[config.mk]
export PLATFORM = sky130hd
export DESIGN_NAME = mem_arbiter
export DESIGN_NICKNAME = d
export VERILOG_FILES = /design/src/rtl/mem_arbiter.sv
export SDC_FILE = /design/constraint.sdc
export NUM_CORES = 1
export LEC_CHECK = 0
export CAP_MARGIN = 20
export CORE_ASPECT_RATIO = 1.25
export CORE_MARGIN = 2
export CORE_UTILIZATION = 28
export DETAILED_ROUTE_END_ITERATION = 8
export PLACE_DENSITY = 0.8
export SYNTH_ARGS = -nofsm -noshare
export SYNTH_HDL_FRONTEND = slang
export SYNTH_SLANG_ARGS = --single-unit
[constraint.sdc]
create_clock -name clk -period 1.45 [get_ports clk]
set_input_delay 0.145 -clock clk [delete_from_list [all_inputs] [get_ports clk]]
set_output_delay 0.145 -clock clk [all_outputs]
set_load 0.05 [all_outputs]
[src/rtl/mem_arbiter.sv]
// Two-port arbiter in front of a single-port synchronous RAM.
// Port 0 is the CPU, port 1 the loader/debug port. Grants are combinational
// from the requests and registered arbitration state; read data returns one
// cycle after the granted read on a shared rdata bus qualified by rvalidN.
module mem_arbiter #(
    parameter int RR_MODE  = 1,   // 1: round-robin, 0: fixed priority to port 0
    parameter int MAX_WAIT = 4    // 1..15: denied cycles before port 1 is forced in
) (
    input  logic       clk,
    input  logic       rst,       // synchronous, active-low
    input  logic       req0,
    input  logic       req1,
    input  logic       we0,
    input  logic       we1,
    input  logic [7:0] addr0,
    input  logic [7:0] addr1,
    input  logic [7:0] wdata0,
    input  logic [7:0] wdata1,
    output logic       gnt0,
    output logic       gnt1,
    output logic       rvalid0,
    output logic       rvalid1,
    output logic [7:0] rdata,
    output logic [7:0] ram_addr,
    output logic [7:0] ram_data,
    output logic       ram_rden,
    output logic       ram_wren,
    input  logic [7:0] ram_q
);

    localparam logic [3:0] MAX_WAIT_L = 4'(MAX_WAIT);

    logic       last_gnt;  // 1: port 1 was granted most recently
    logic [3:0] wait_cnt;  // consecutive cycles port 1 has been denied
    logic [7:0] rdata_q;   // last returned read data, held between reads

    // Grant selection; no grant at all while reset is asserted.
    always_comb begin
        // NOTE: every output of a combinational block gets a default first so
        // no path leaves it unassigned, which would infer a latch.
        gnt0 = 1'b0;
        gnt1 = 1'b0;
        if (rst) begin
            if (RR_MODE != 0) begin
                if (req0 && req1) begin
                    // Tie: the port that did not win last time goes now.
                    gnt0 = last_gnt;
                    gnt1 = !last_gnt;
                end else begin
                    gnt0 = req0;
                    gnt1 = req1;
                end
            end else begin
                if (req1 && (wait_cnt == MAX_WAIT_L)) begin
                    gnt1 = 1'b1;   // starvation guard overrides the CPU
                end else if (req0) begin
                    gnt0 = 1'b1;
                end else begin
                    gnt1 = req1;
                end
            end
        end
    end

    // RAM command mux: the granted port drives the RAM, idle drives zeros.
    always_comb begin
        ram_addr = 8'h00;
        ram_data = 8'h00;
        ram_rden = 1'b0;
        ram_wren = 1'b0;
        if (gnt0) begin
            ram_addr = addr0;
            ram_data = wdata0;
            ram_wren = we0;
            ram_rden = !we0;
        end else if (gnt1) begin
            ram_addr = addr1;
            ram_data = wdata1;
            ram_wren = we1;
            ram_rden = !we1;
        end
    end

    // While a read is returning, rdata follows the RAM; otherwise it holds.
    assign rdata = (rvalid0 || rvalid1) ? ram_q : rdata_q;

    // Arbitration state, read-return tracking and rdata hold register.
    always_ff @(posedge clk) begin
        // NOTE: state registers use non-blocking assignments so every flop
        // samples the pre-edge values regardless of statement order.
        if (!rst) begin
            last_gnt <= 1'b1;      // port 0 wins the first tie after reset
            wait_cnt <= 4'd0;
            rvalid0  <= 1'b0;      // a read issued just before reset is dropped
            rvalid1  <= 1'b0;
            rdata_q  <= 8'h00;
        end else begin
            rvalid0 <= gnt0 && !we0;
            rvalid1 <= gnt1 && !we1;

            if (gnt0 || gnt1) begin
                last_gnt <= gnt1;
            end

            if (!req1 || gnt1) begin
                wait_cnt <= 4'd0;
            end else if (wait_cnt != 4'd15) begin
                wait_cnt <= wait_cnt + 4'd1;
            end

            if (rvalid0 || rvalid1) begin
                rdata_q <= ram_q;
            end
        end
    end

endmodule
==> results.cfg <==
[logic_synthesis]
synth_area_um2 = 713
syn_inst = 100
yosysUniqueCellTypes = 15
ys_seq_area_frac = 0.309
yosys-top-cells-area = dfxtp_1 31%, nand2_1 19%, o22ai_1 15%
synth_area_per_cell_um2 = 7.13
netlist.area_leader.share = 0.309
synthesis.nets = 146
synth_warnings = 0
yosysTopAreaCell = dfxtp_1
synth_seq_cells = 11

[detailed_routing]
drt_iter0_drc = 35
avgViaCountPerCell = 5.38
vias = 1183
drc = 0
antenna_left = 0
wl_per_cell_um = 22.8
firstDrtPassIters = 4
wl_mm = 5.02

[finish]
final_common_cell = clkdlybuf4s50_1
n_antenna_cell = 0
fin_area_um2 = 2210
layout-drive-gt1-share = 0.497
layout.nets = 234
layout_common_cells = 42 x clkdlybuf4s50_1, 35 x nand2_1, 22 x buf_12, 16 x o22ai_4
areaGrowthSynthToFinish_pct = 210

[critical_path]
r2r_slack_ns = 0.22
worst-path-max-fanout = 6
critical_path_class = reg2out
worstReg2RegStart = rvalid1
required_ns = 1.31
crit_arrival_ns = 1.39
end_kind = output port
crit_start = last_gnt
start_kind = flip-flop
reg2reg_depth = 4
crit_end = ram_addr[4]
r2r-end = rdata_q[7]

[timing]
fin_crit_ns = 1.53
finalWorstSetupSlack_ns = -0.0821
skew_ns = 0.0107
fmax_ghz = 0.653
fin_crit_sh = 1.06
tns_ns = -1.47
relSlewSlack = 0.773
rsz0062_at_grt = yes
hold_viol_final = 0
tightest_slew_ns = 0.341
hold_slack_ns = 0.379
slew_viol_final = 0
setup_viol = 28

[min_path]
hold_class = in2reg

[cts]
cts.sinks = 11
cts_buffers = 3
root_buffer = clkbuf_4
clk_pin_slew_ns = 0.07
htreeDepth = 1
clockBufferDepth = 2
ctsHoldBuffers = 0
clk_latency_ns = 0.29
cts_tree = done

[power_and_ir_drop]
power.density_nw_per_um2 = 675
clkPwrFrac = 0.153
p_sw_frac = 0.416
power.switching_uw = 621
ir_drop_v = 0.000593
seq_power_share = 0.219
combPwrFrac = 0.628
finalPower_mw = 1.49
p_leak_nw = 0.900
intPower_uw = 873

[grt]
grt_pass1_wl_mm = 6.52
grt_use_total = 0.304
top_usage_layer = met2
antenna_found_initial = 0
met1_usage = 0.288
grt_max_degree = 25
grt_pass1_vias = 1296
grt_overflow = 0
grt_use_met3 = 0.153
use_met2 = 0.529

[floorplan]
rows = 20
fp.dieH_um = 60.4
dieArea_um2 = 2970
fp.dieW_um = 49.1
start_util = 0.294
boundaryPins = 76
fp.coreArea_um2 = 2430

[status]
status = complete, but fails checks
violations = setup timing

[place]
placed_cell_area_um2 = 1800
portBuffers = 75
hpwl_mm = 2.37
gp_congestion = 0.726

[run]
maxCapViolCount = 0
[worst max-delay path: stages (launching register included)]
cell and delay [ns]:
dfxtp_4 0.36, o21ai_4 0.26, buf_8 0.21, o22ai_4 0.10, buf_12 0.16
[synthesized netlist by cell type (all sizes together)]
master and number:
mux2 8, dfxtp 11, nor3 1, o22ai 17
nor2 3, o21ai 2, inv 3, nand3 1
and2 8, o32ai 1, buf 7, clkbuf 1
nand2 37
[through the flow]
stage | setup WS (ns) | instances | utilization
2_1_floorplan | -0.174 | 100 | -
3_3_place_gp | -0.113 | 212 | 0.740
3_5_place_dp | -0.184 | 212 | 0.740
4_1_cts | -0.0210 | 220 | 0.875
5_1_grt | -0.117 | 220 | 0.912
6_report | -0.0821 | 220 | 0.912
[worst min path at each step]
stage                     slack [ns]  cells past startpoint  startpoint  endpoint
after floorplan                 0.21                      1         we1   rvalid1
after global routing            0.39                      3        req1  last_gnt
final                           0.38                      3        req1  last_gnt
after detailed placement        0.51                      2    last_gnt  last_gnt
after CTS                       0.30                      3        req1  last_gnt
after global placement          0.51                      2    last_gnt  last_gnt
[power groups by stage]
stage | clock, mW | combinational [mW] | sequential [mW]
final | 0.229 | 0.939 | 0.327
after global routing | 0.245 | 0.965 | 0.328
after detailed placement | 0 | 0.728 | 0.332
after CTS | 0.211 | 0.856 | 0.326
after floorplan | 0 | 0.345 | 0.337
after global placement | 0 | 0.717 | 0.331
[per-layer routing]
metal / up-vias / wire length, um
met5: - / 0
met4: 0 / 247
met3: 18 / 558
met2: 94 / 2510
met1: 555 / 1700
li1: 516 / -
[timing repair]
item / CTS / global route
resized for setup: 50 / 16
setup buffers: 2 / 0
setup endpoints to repair: 27 / 28
pin swaps: 3 / 11
gates cloned: 2 / 0
[cells by family after synthesis]
logic type | after synthesis | synth area share
AO/OA/AOI/OAI | 20 | 0.175
flip-flops | 11 | 0.309
multiplexers | 8 | 0.126
buffers and inverters | 11 | 0.0702
AND/OR/NAND/NOR | 50 | 0.319
[state kept, by name, indices dropped and copies added (netlist names)]
signal / count
rvalid0: 1
last_gnt: 1
rdata_q: 8
rvalid1: 1
[area by class of cell]
| type | count | area [um2] |
|---|---|---|
| clock buffers | 3 | 22.5 |
| clock inverters | 1 | 5.00 |
| fillers | 87 | 214 |
| inverters | 3 | 11.3 |
| multi-input cells | 78 | 759 |
| flip-flops and latches | 11 | 226 |
| well taps | 33 | 41.3 |
| repair buffers | 91 | 1150 |
No activity file was read; power rests on OpenSTA's default activity.
